===== config.mk =====
export PLATFORM = sky130hd
export DESIGN_NAME = cathero_motion_ctrl_flat
export DESIGN_NICKNAME = d
export VERILOG_FILES = /design/src/rtl/cathero_motion_ctrl_if.sv /design/src/rtl/cathero_motion_ctrl.sv /design/src/flat_wrapper.sv
export SDC_FILE = /design/constraint.sdc
export NUM_CORES = 1
export LEC_CHECK = 0
export ABC_AREA = 1
export ABC_CLOCK_PERIOD_IN_PS = 2890
export BUFFER_PORTS_ARGS = -buffer_cell sky130_fd_sc_hd__buf_4
export CORE_MARGIN = 2
export CORE_UTILIZATION = 35
export DETAILED_ROUTE_END_ITERATION = 8
export PLACE_DENSITY = 0.62
export SYNTH_ARGS = -nofsm -noshare
export SYNTH_HDL_FRONTEND = slang
export SYNTH_SLANG_ARGS = --single-unit

===== constraint.sdc =====
create_clock -name clock -period 2.89 [get_ports clock]
set_clock_uncertainty 0.15 [all_clocks]
set_input_delay 0.289 -clock clock [delete_from_list [all_inputs] [get_ports clock]]
set_output_delay 0.289 -clock clock [all_outputs]
set_load 0.005 [all_outputs]

===== src/rtl/cathero_motion_ctrl_if.sv =====
// Bus bundle between the game logic and the cat-hero motion controller:
// button/pixel inputs, sprite/background colours, anchor and composited pixel.
interface cathero_motion_ctrl_if;
    logic        enable;
    logic [12:0] pixel_index;
    logic        btnL;
    logic        btnR;
    logic        btnU;
    logic        print_cat;
    logic [15:0] cat_data;
    logic [15:0] bg_data;
    logic [7:0]  x_start;
    logic [7:0]  y_start;
    logic        jumping;
    logic [15:0] oled_data;

    modport master (
        output enable, pixel_index, btnL, btnR, btnU, print_cat, cat_data, bg_data,
        input  x_start, y_start, jumping, oled_data
    );

    modport slave (
        input  enable, pixel_index, btnL, btnR, btnU, print_cat, cat_data, bg_data,
        output x_start, y_start, jumping, oled_data
    );
endinterface


===== src/rtl/cathero_motion_ctrl.sv =====
// Frame-synchronous sprite anchor controller (walk + fixed-profile jump)
// and per-pixel sprite/background compositor for the 96x64 OLED.
module cathero_motion_ctrl #(
    parameter int SPRITE_W = 17,
    parameter int GROUND_Y = 50,
    parameter int START_X  = 8,
    parameter int JUMP_H   = 12,
    parameter int MOVE_DIV = 2
) (
    input logic clock,
    input logic reset,
    cathero_motion_ctrl_if.slave bus
);
    localparam logic [12:0] LAST_PIX = 13'd6143;
    localparam logic [7:0]  X_MAX    = 8'(96 - SPRITE_W);
    localparam logic [7:0]  GROUND   = 8'(GROUND_Y);
    localparam logic [7:0]  FDIV_TOP = 8'(MOVE_DIV - 1);
    localparam logic [3:0]  RISE_TOP = 4'(JUMP_H);

    typedef enum logic [1:0] {IDLE, RISE, FALL} jumpState_e;

    jumpState_e  state_q, state_d;
    logic [12:0] pixPrev_q;
    logic        btnU_q;
    logic        jreq_q, jreq_d;
    logic [7:0]  fdiv_q, fdiv_d;
    logic [3:0]  riseCnt_q, riseCnt_d;
    logic [7:0]  x_q, x_d;
    logic [7:0]  y_q, y_d;
    logic        jumping_q, jumping_d;
    logic        qTick;

    // Only the first cycle at the last pixel counts, so a stalled index ticks once.
    assign qTick = bus.enable && (bus.pixel_index == LAST_PIX) && (pixPrev_q != LAST_PIX);

    always_ff @(posedge clock) begin
        if (reset) begin
            state_q   <= IDLE;
            pixPrev_q <= '0;
            btnU_q    <= 1'b0;
            jreq_q    <= 1'b0;
            fdiv_q    <= '0;
            riseCnt_q <= '0;
            x_q       <= 8'(START_X);
            y_q       <= GROUND;
            jumping_q <= 1'b0;
        end else begin
            state_q   <= state_d;
            pixPrev_q <= bus.pixel_index;
            btnU_q    <= bus.btnU;
            jreq_q    <= jreq_d;
            fdiv_q    <= fdiv_d;
            riseCnt_q <= riseCnt_d;
            x_q       <= x_d;
            y_q       <= y_d;
            jumping_q <= jumping_d;
        end
    end

    always_comb begin
        state_d = state_q;
        if (qTick) begin
            case (state_q)
                IDLE:    if (jreq_q) state_d = RISE;
                RISE:    if (riseCnt_q == RISE_TOP || y_q == 8'd0) state_d = FALL;
                FALL:    if (y_q + 8'd1 >= GROUND) state_d = IDLE;
                default: state_d = IDLE;
            endcase
        end
    end

    always_comb begin
        riseCnt_d = riseCnt_q;
        y_d       = y_q;
        if (qTick) begin
            case (state_q)
                IDLE: if (jreq_q) riseCnt_d = '0;
                RISE: begin
                    if (!(riseCnt_q == RISE_TOP || y_q == 8'd0)) begin
                        y_d       = y_q - 8'd1;
                        riseCnt_d = riseCnt_q + 4'd1;
                    end
                end
                FALL: y_d = (y_q + 8'd1 >= GROUND) ? GROUND : y_q + 8'd1;
                default: ;
            endcase
        end
        jumping_d = (state_d != IDLE);
    end

    // A new press wins over the per-tick clear so an edge on the tick cycle is kept.
    always_comb begin
        jreq_d = jreq_q;
        if (bus.btnU && !btnU_q) jreq_d = 1'b1;
        else if (qTick)          jreq_d = 1'b0;
    end

    always_comb begin
        fdiv_d = fdiv_q;
        x_d    = x_q;
        if (qTick) begin
            fdiv_d = (fdiv_q == FDIV_TOP) ? 8'd0 : fdiv_q + 8'd1;
            if (fdiv_q == FDIV_TOP) begin
                if (bus.btnR && !bus.btnL && x_q < X_MAX) x_d = x_q + 8'd1;
                if (bus.btnL && !bus.btnR && x_q > 8'd0)  x_d = x_q - 8'd1;
            end
        end
    end

    assign bus.x_start   = x_q;
    assign bus.y_start   = y_q;
    assign bus.jumping   = jumping_q;
    assign bus.oled_data = bus.print_cat ? bus.cat_data : bus.bg_data;

endmodule

===== src/flat_wrapper.sv =====
// flat-port wrapper written by rule: the top's interface ports become plain ports
module cathero_motion_ctrl_flat 
#(
    parameter int SPRITE_W = 17,
    parameter int GROUND_Y = 50,
    parameter int START_X  = 8,
    parameter int JUMP_H   = 12,
    parameter int MOVE_DIV = 2
)
  (clock, reset, bus_enable, bus_pixel_index, bus_btnL, bus_btnR, bus_btnU, bus_print_cat, bus_cat_data, bus_bg_data, bus_x_start, bus_y_start, bus_jumping, bus_oled_data);
  cathero_motion_ctrl_if bus_i ();
  input logic clock;
  input logic reset;
  input wire logic [$bits(bus_i.enable)-1:0] bus_enable;
  input wire logic [$bits(bus_i.pixel_index)-1:0] bus_pixel_index;
  input wire logic [$bits(bus_i.btnL)-1:0] bus_btnL;
  input wire logic [$bits(bus_i.btnR)-1:0] bus_btnR;
  input wire logic [$bits(bus_i.btnU)-1:0] bus_btnU;
  input wire logic [$bits(bus_i.print_cat)-1:0] bus_print_cat;
  input wire logic [$bits(bus_i.cat_data)-1:0] bus_cat_data;
  input wire logic [$bits(bus_i.bg_data)-1:0] bus_bg_data;
  output wire logic [$bits(bus_i.x_start)-1:0] bus_x_start;
  output wire logic [$bits(bus_i.y_start)-1:0] bus_y_start;
  output wire logic [$bits(bus_i.jumping)-1:0] bus_jumping;
  output wire logic [$bits(bus_i.oled_data)-1:0] bus_oled_data;
  assign bus_i.enable = bus_enable;
  assign bus_i.pixel_index = bus_pixel_index;
  assign bus_i.btnL = bus_btnL;
  assign bus_i.btnR = bus_btnR;
  assign bus_i.btnU = bus_btnU;
  assign bus_i.print_cat = bus_print_cat;
  assign bus_i.cat_data = bus_cat_data;
  assign bus_i.bg_data = bus_bg_data;
  assign bus_x_start = bus_i.x_start;
  assign bus_y_start = bus_i.y_start;
  assign bus_jumping = bus_i.jumping;
  assign bus_oled_data = bus_i.oled_data;
  cathero_motion_ctrl #(.SPRITE_W(SPRITE_W), .GROUND_Y(GROUND_Y), .START_X(START_X), .JUMP_H(JUMP_H), .MOVE_DIV(MOVE_DIV)) u_core (.clock(clock), .reset(reset), .bus(bus_i));
endmodule

Word-level counts from Yosys, hierarchy flattened --
Index checks and enable logic that the tools add are counted.
Storage, ports and cells: register bits after elaboration 46, input bits 52, output and inout port bits 33, word-level logic and storage cells 64
Cells by class: $add $sub $neg 6, magnitude comparators 3, equality and inequality tests 8, muxes and demuxes 17, reduce and logical (&&, ||, !) cells 21
Operators with widths (count):
- 8-bit two-way mux | 5
- 8-bit by 1-bit adder with 8-bit output, second input constant | 3
- 16-bit two-way mux | 1
- 8-bit case mux with 2 select lines | 1
- 8-bit by 1-bit subtractor with 8-bit output, second input constant | 2
- 13-bit equality test, second input constant | 1
- 13-bit inequality test, second input constant | 1
- 2-bit nonzero test | 5
- 8-bit by 1-bit equality test with 1-bit output, second input constant | 1
- 8-bit by 6-bit >= comparator with 1-bit output, second input constant | 1
- 8-bit by 1-bit greater-than comparator with 1-bit output, second input constant | 1
- 8-bit zero test | 1
- 8-bit by 7-bit < comparator with 1-bit output, second input constant | 1
- 2-bit two-way mux | 4
- 4-bit two-way mux | 2
- 4-bit case mux with 2 select lines | 1
- 1-bit logical AND | 7
- 2-bit case mux with 3 select lines | 1
- 3-bit AND reduction | 2
- 4-bit by 1-bit adder with 4-bit output, second input constant | 1
- 4-bit equality test, second input constant | 1
- 4-bit AND reduction | 1
- 1-bit zero test | 3
- 2-bit by 1-bit equality test with 1-bit output, second input constant | 1
- 6 further kinds | 7

Depth between registers and ports, before layout --
Gate-level depths: netlist of run 1.
depth in word-level cells 6, mapped depth 15, mapped depth without buffers 15

Least setup slack after synthesis of run 1 --
OpenSTA, ideal clock, no wires.
path kind flip-flop to flip-flop, from register u_core.x_q[1], in the netlist u_core.bus.x_start[1], to register u_core.x_q[5], in the netlist u_core.bus.x_start[5], library setup time 0.116 ns, arrival 1.818 ns, data required time 2.624 ns, slack 0.807 ns, stages on the path, launching flop included 13, path buffers 0, period minus slack after synthesis 2.083 ns, cells stage by stage dfxtp_1 nor2_1 nand2_1 nor2_1 nor2_1 ha_1 nand2_1 inv_1 a21oi_1 o21ai_0 xor2_1 nor2_1 nor2_1
Between the ends: cells in the longest elaborated chain, start to end 4, elaborated cells between the ends (all ways) 10, classes of those cells 2 x add/sub; 2 x order compare; 2 x mux; 4 x reduce/logical
Ends and longest elaborated chain:
- start: declaration | line cathero_motion_ctrl.sv:28 | logic [7:0] x_q, x_d;
- start signal: assignment | line cathero_motion_ctrl.sv:44 | x_q <= 8'(START_X);
- 8-bit by 1-bit greater-than comparator with 1-bit output / 8-bit by 7-bit < comparator with 1-bit output (equally long branches) | line cathero_motion_ctrl.sv:105, cathero_motion_ctrl.sv:104
- 1-bit logical AND (on tied branches) | line cathero_motion_ctrl.sv:105, cathero_motion_ctrl.sv:104
- 2-bit nonzero test (no line)
- 3-bit AND reduction (no line)
Several ways; a longest one is shown, not always the timed one. The select of a mux whose other input is x is not followed. A chain may end at the register's enable or synchronous reset.

Final worst setup path of run 1 --
from register u_core.x_q[1], in the netlist u_core.bus.x_start[1], to register u_core.x_q[7], in the netlist u_core.bus.x_start[7]
The elaborated chain is that of the path after synthesis.

==> results.cfg, run 1 <==
[status]
status = completed

[synthesis]
ys.flop_type = dfxtp_1
synthDistinctLibCells = 33
synth_top_area_cell = dfxtp_1
ys_warn_count = 0
ys_seq_elements = 46
synth_area_per_cell_um2 = 6.55
yosysSeqAreaShare = 0.304
async_flop_share = 0
synthDominantCellAreaShare = 0.304
synth_nets = 529
syn-cell-area_um2 = 3030
netlist_instances = 462
synthTopCellsByArea = dfxtp_1, nand2_1, nor2_1
synth_edf_count = 0

[cts]
clockRootBuffer = clkbuf_8
clockBufferDepth = 2
hold_buffers = 0
cts_resized = 0
cts.sinks = 46
clk_pin_slew_ns = 0.09
numCtsBuffers = 5
h-tree-depth = 2
cts_tree = built
clk_latency_ns = 0.29
post_cts_buffers = 0

[drt]
ant_nets = 0
drc = 0
drtIter0Drc = 87
drt_first_pass_iters = 4
wirelength_um = 7450
avgViaCountPerCell = 4.69
post_drt_wl_per_cell_um = 11.4
vias = 3051

[placed_design]
place_ws_ns = 0.498
place_hpwl_um = 5830
port_buffers = 84
placed_area_um2 = 3750
gp_congestion = 0.855

[grt]
grt_start_max_net_pins = 30
overflow = 0
antenna_found_initial = 0
grt_pass1_vias = 2878
gr-usage-all-layers = 0.157
grt_pass1_wl_um = 12600

[worst_setup_path]
critPathMaxStageDelay_ns = 0.42
startpoint = u_core.bus.x_start[1]
required_ns = 2.97
setup.worst_path.end_class = flip-flop
crit_top_cell = nand2_1
startpoint_type = flip-flop
reg2reg_from = u_core.bus.x_start[1]
crit_path_cell_trace = nor2_1, nand2_1, nor2_1, nor2_1, ha_1, nand2_1, nand3_1, a21oi_1, nand3_1, nand2_1, nand2_1, a21oi_1
cp_data_arrival_time_ns = 2.50
crit_type = reg2reg
crit_slowest_cell = dfxtp_1
r2r_slack_ns = 0.47
worst-path-max-fanout = 7

[timing]
fin_ws_ns = 0.470
rsz0062_at_grt = no
max_freq_ghz = 0.413
worst_pin_slew_ns = 0.523
setup_viol = 0
hold_violations = 0
relSlewSlack = 0.650
fin_tns_setup_ns = 0
slew_violations = 0
period_needed_ns = 2.42
fin_crit_sh = 0.837

[final_layout]
final_net_count = 612
num_antenna_cells = 0
fin_area_um2 = 3890
area_growth_pct = 28.6
n_fill_cell = 868
drive_above_1_share = 0.225

[floorplanning]
dieArea_um2 = 9410
fp-row-count = 33
io_pins = 85
start_util = 0.365
fp.coreArea_um2 = 8300
die_h_um = 97.0
die_w_um = 97.0

[power]
ir_drop_mv = 0.261
power_density_nw_per_um2 = 360
p_total_mw = 1.40
p_leak_nw = 1.83

[min_path]
hold_path_class = in2reg
hold_start = bus_pixel_index[10]

[flow_run]
maxCapViolCount = 0
## cells in the mapped netlist, types with 3 or more instances
cell type	instances
nand2_1	107
nor2_1	77
inv_1	61
dfxtp_1	46
a21oi_1	29
nand3_1	28
mux2_2	16
o21ai_0	15
ha_1	14
nand4_1	13
nor3_1	9
xor2_1	9
xnor2_1	5
nand2_2	4
clkbuf_1	3
nor2_2	3
## placed cells by master (no fill, tap or decap), types with 2 or more instances in the layout
master / count
inv_1: 61
or2_2: 2
buf_4: 84
nor3_1: 9
nand4_1: 13
nor2_1: 77
bufinv_16: 2
dfxtp_1: 46
xor2_1: 9
inv_2: 2
nand2_2: 4
clkbuf_8: 6
o21ai_1: 2
nand3_2: 2
o21ai_0: 15
xnor2_1: 5
nand2_1: 107
ha_1: 14
mux2_2: 16
nand3_1: 28
nor2_2: 3
a21oi_1: 29
## cells by family (layout without fill, tap and decap cells)
group           after synthesis  count (layout)  synth area share
compound gates               52              52            0.0910
fa+ha+maj                    15              15            0.0645
simple gates                247             247             0.348
buf+inv                      72             156            0.0926
flops                        46              46             0.304
xor+xnor                     14              14            0.0405
mux                          16              16            0.0595
## layout make-up
| cell class | instances | area, µm² | area share |
|---|---|---|---|
| clock inverters | 2 | 60.1 | 0.0154 |
| well taps | 105 | 131 | 0.0338 |
| clock buffers | 6 | 82.6 | 0.0212 |
| repair buffers | 84 | 631 | 0.162 |
| multi-input cells | 344 | 1830 | 0.469 |
| flip-flops and latches | 46 | 921 | 0.237 |
| inverters | 64 | 240 | 0.0617 |
## path summary, 6_finish.rpt
path                           end  cells past startpoint
max          u_core.bus.x_start[7]                     12
min           u_core.pixPrev_q[10]                      3
max reg2reg  u_core.bus.x_start[7]                     12
min reg2reg       u_core.fdiv_q[4]                      2
## where the power goes
part | total [mW] | internal, mW | switching, mW
clock | 0.582 | 0.369 | 0.214
sequential | 0.650 | 0.645 | 0.00571
combinational | 0.169 | 0.0983 | 0.0708
## flip-flops by register name (all words and copies together) (netlist names)
| name | flops |
|---|---|
| u_core.jreq_q | 1 |
| u_core.bus.jumping | 1 |
| u_core.fdiv_q | 8 |
| u_core.bus.y_start | 8 |
| u_core.btnU_q | 1 |
| u_core.pixPrev_q | 13 |
| u_core.riseCnt_q | 4 |
| u_core.bus.x_start | 8 |
| u_core.state_q | 2 |
## stage by stage
step                hold slack, ns  utilization  instances
floorplan                    0.246            -        462
global placement             0.324        0.452        643
detailed placement           0.327        0.452        643
CTS                         0.0487        0.469        651
global route                0.0517        0.469        651
finish                      0.0513        0.469        651
## critical path, delay by kind of cell, from the launching register on
kind / cells / cell delay (ns)
simple gates: 9 / 1.07
compound gates: 2 / 0.32
flops: 1 / 0.42
fa+ha+maj: 1 / 0.39
## layer usage
| layer | vias to the layer above | global-route usage | part of all wire |
|---|---|---|---|
| met5 | - | 0 | 0 |
| met4 | 0 | 0.0412 | 0.0094 |
| met3 | 7 | 0.0282 | 0.028 |
| met2 | 43 | 0.277 | 0.48 |
| met1 | 1368 | 0.197 | 0.48 |
| li1 | 1633 | - | - |
(Power assumes the default switching activity.)
==> run 2, diff against run 1 <==
ABC_AREA = 0   (was 1)
ABC_CLOCK_PERIOD_IN_PS = 2450   (was 2890)
clock period = 2.45 ns   (was 2.89 ns; I/O delays follow)
==> run 2 against run 1 <==
Critical path depth down 2. Utilization up 3.2 points. Clock-buffer cell count fell by 1. Via count is 2.1% lower. Sequential power up 18%. Total power is 3.6% higher. Register-to-register slack lost 0.36 ns. Cell count fell by 14%. Die area down 1.0%. Highest routed layer unchanged.
==> results.cfg, run 2 <==
[worst_setup_path]
critPathMaxStageDelay_ns = 0.38
required_ns = 2.50
startpoint = u_core.bus.x_start[4]
cp_num_buf_inv = 2
crit_type = reg2reg
reg2reg_depth = 10
reg2reg_from = u_core.bus.x_start[4]
crit_slowest_cell = dfxtp_1
r2r_slack_ns = 0.11
setup.worst_path.end_class = flip-flop
path_delay_family = compound AO/OA/AOI/OAI gates
worst-path-max-fanout = 6
reg2reg_to = u_core.bus.x_start[6]
cp_data_arrival_time_ns = 2.39
startpoint_type = flip-flop
endpoint = u_core.bus.x_start[6]
crit_path_cell_trace = nor4_4, a21oi_4, buf_4, inv_1, fa_1, nand2b_1, a21oi_2, o21a_1, nor3_1, o41ai_1
path_depth = 10

[cts]
h-tree-depth = 2
clk_pin_slew_ns = 0.09
clockRootBuffer = clkbuf_8
clk_latency_ns = 0.30
cts_tree = built
cts.sinks = 46
numCtsBuffers = 5
clockBufferDepth = 2

[synthesis]
synthTopCellsByArea = dfxtp_1, mux2_2, ha_1
ys_warn_count = 0
synth_top_area_cell = dfxtp_1
async_flop_share = 0
synth_top_family_by_area = simple AND/OR/NAND/NOR gates
netlist_instances = 347
synth_nets = 414
syn-cell-area_um2 = 2990
synthXorXnorAreaFrac = 0.0439
muxShareOfSynthArea = 0.0602
synthDistinctLibCells = 61
synth_area_per_cell_um2 = 8.63
synth.most_common_cell = dfxtp_1
ys_seq_elements = 46
ys.flop_type = dfxtp_1
synthTopCellsByCount = dfxtp_1, a21oi_1, nor2b_1
synthDominantCellAreaShare = 0.308
synth_compound_area_frac = 0.205
synthAdderAreaFrac = 0.0652
synth-simple-area-share = 0.261
yosysSeqAreaShare = 0.308
synth_edf_count = 0

[timing]
rsz0062_at_grt = yes
fin_crit_sh = 0.956
fin_tns_setup_ns = 0
setup_viol = 0
period_needed_ns = 2.34
worst_pin_slew_ns = 0.627
hold_violations = 0
slew_violations = 0
max_freq_ghz = 0.427
relSlewSlack = 0.581

[final_layout]
finalNonFillerCells = 557
largest_reg_flops = 13
final_common_cell = buf_4
n_fill_cell = 811
regMostFlops = u_core.pixPrev_q
final_cell_mix = buf_4, dfxtp_1, a21oi_1, nor2b_1, nor2_1
drive_above_1_share = 0.385
final_net_count = 518
utilization = 0.501
area_growth_pct = 38.2
num_antenna_cells = 0

[drt]
wirelength_um = 7720
drtIter0Drc = 94
drt_first_pass_iters = 4
drc = 0
ant_nets = 0
avgViaCountPerCell = 5.36
post_drt_wl_per_cell_um = 13.9
vias = 2986

[grt]
gr-usage-all-layers = 0.176
overflow = 0
grt_start_max_net_pins = 42
grt_pass1_wl_um = 13100
grt_pass1_vias = 2814
antenna_found_initial = 0

[power]
pwr-share-comb = 0.141
netSwitchingPower_uw = 360
ir_drop_mv = 0.210
power_frac_seq = 0.526
p_clk_frac = 0.333
power_density_nw_per_um2 = 351
p_leak_nw = 1.58
cell_internal_pwr_mw = 1.09
sw_frac_of_total = 0.248

[floorplanning]
fp.coreArea_um2 = 8260
die_h_um = 96.5
die_w_um = 96.5
start_util = 0.363
io_pins = 85
dieArea_um2 = 9310
fp-row-count = 33

[flow_run]
maxCapViolCount = 0

[placed_design]
gp_congestion = 0.803
port_buffers = 84
place_hpwl_um = 5960
dp_cells = 545

[min_path]
hold_path_class = in2reg

[status]
status = completed
[run 2: power by group through the flow]
| stage | logic [mW] | registers [mW] | clock network, mW |
|---|---|---|---|
| after global placement | 0.190 | 0.782 | 0 |
| after CTS | 0.196 | 0.765 | 0.502 |
| after detailed placement | 0.193 | 0.782 | 0 |
| after global routing | 0.224 | 0.766 | 0.529 |
| after floorplan | 0.0822 | 0.781 | 0 |
| final | 0.205 | 0.764 | 0.484 |
[run 2: area by class of cell]
type / instances / area [µm²] / area share
Sequential cell: 46 / 926 / 0.224
Timing Repair Buffer: 120 / 908 / 0.219
Clock buffer: 5 / 68.8 / 0.0166
Multi-Input combinational cell: 264 / 2030 / 0.490
Tap cell: 105 / 131 / 0.0317
Clock inverter: 3 / 25.0 / 0.00605
Inverter: 14 / 52.6 / 0.0127
[run 2: what timing repair did]
action                                  CTS  global route
hold buffers                              1             2
buffers inserted                          1             0
endpoints found under the setup margin    1            12
resized for setup                         2            18
hold endpoints to repair                  1             2
pin swaps                                 1             5
[run 2: logic make-up (layout without fill, tap and decap cells)]
| kind of cell | Yosys count | count (layout) |
|---|---|---|
| buffers and inverters | 37 | 142 |
| adders and majority gates | 15 | 15 |
| and+or+nand+nor | 131 | 131 |
| muxes | 16 | 16 |
| AOI/OAI and AO/OA | 87 | 87 |
| xor gates and xnor gates | 15 | 15 |
| DFF | 46 | 46 |
[run 2: stage by stage]
step	setup slack [ns]	power, mW	hold slack [ns]	area, µm²
floorplan	0.0460	0.863	0.223	3000
global placement	0.00474	0.972	0.317	3880
detailed placement	-0.0481	0.975	0.319	3880
CTS	0.000376	1.46	0.000812	4010
global route	-0.0610	1.52	0.00300	4140
finish	0.107	1.45	0.00866	4140
[run 2: per-layer routing]
metal  track usage  wire length [µm]  vias to the layer above
li1              -                 -                     1495
met1         0.227              3480                     1423
met2         0.300              3850                       62
met3        0.0334               331                        6
met4        0.0481                65                        0
met5             0                 0                        -
[run 2: worst min path at each step]
| stage | depth (start not counted) | start | endpoint |
|---|---|---|---|
| 6_report | 2 | bus_pixel_index[12] | u_core.pixPrev_q[12] |
| 5_1_grt | 2 | bus_pixel_index[9] | u_core.pixPrev_q[9] |
| 4_1_cts | 2 | bus_pixel_index[8] | u_core.pixPrev_q[8] |
| 3_5_place_dp | 2 | bus_pixel_index[11] | u_core.pixPrev_q[11] |
| 3_3_place_gp | 2 | u_core.riseCnt_q[3] | u_core.riseCnt_q[3] |
| 2_1_floorplan | 1 | bus_btnU | u_core.btnU_q |
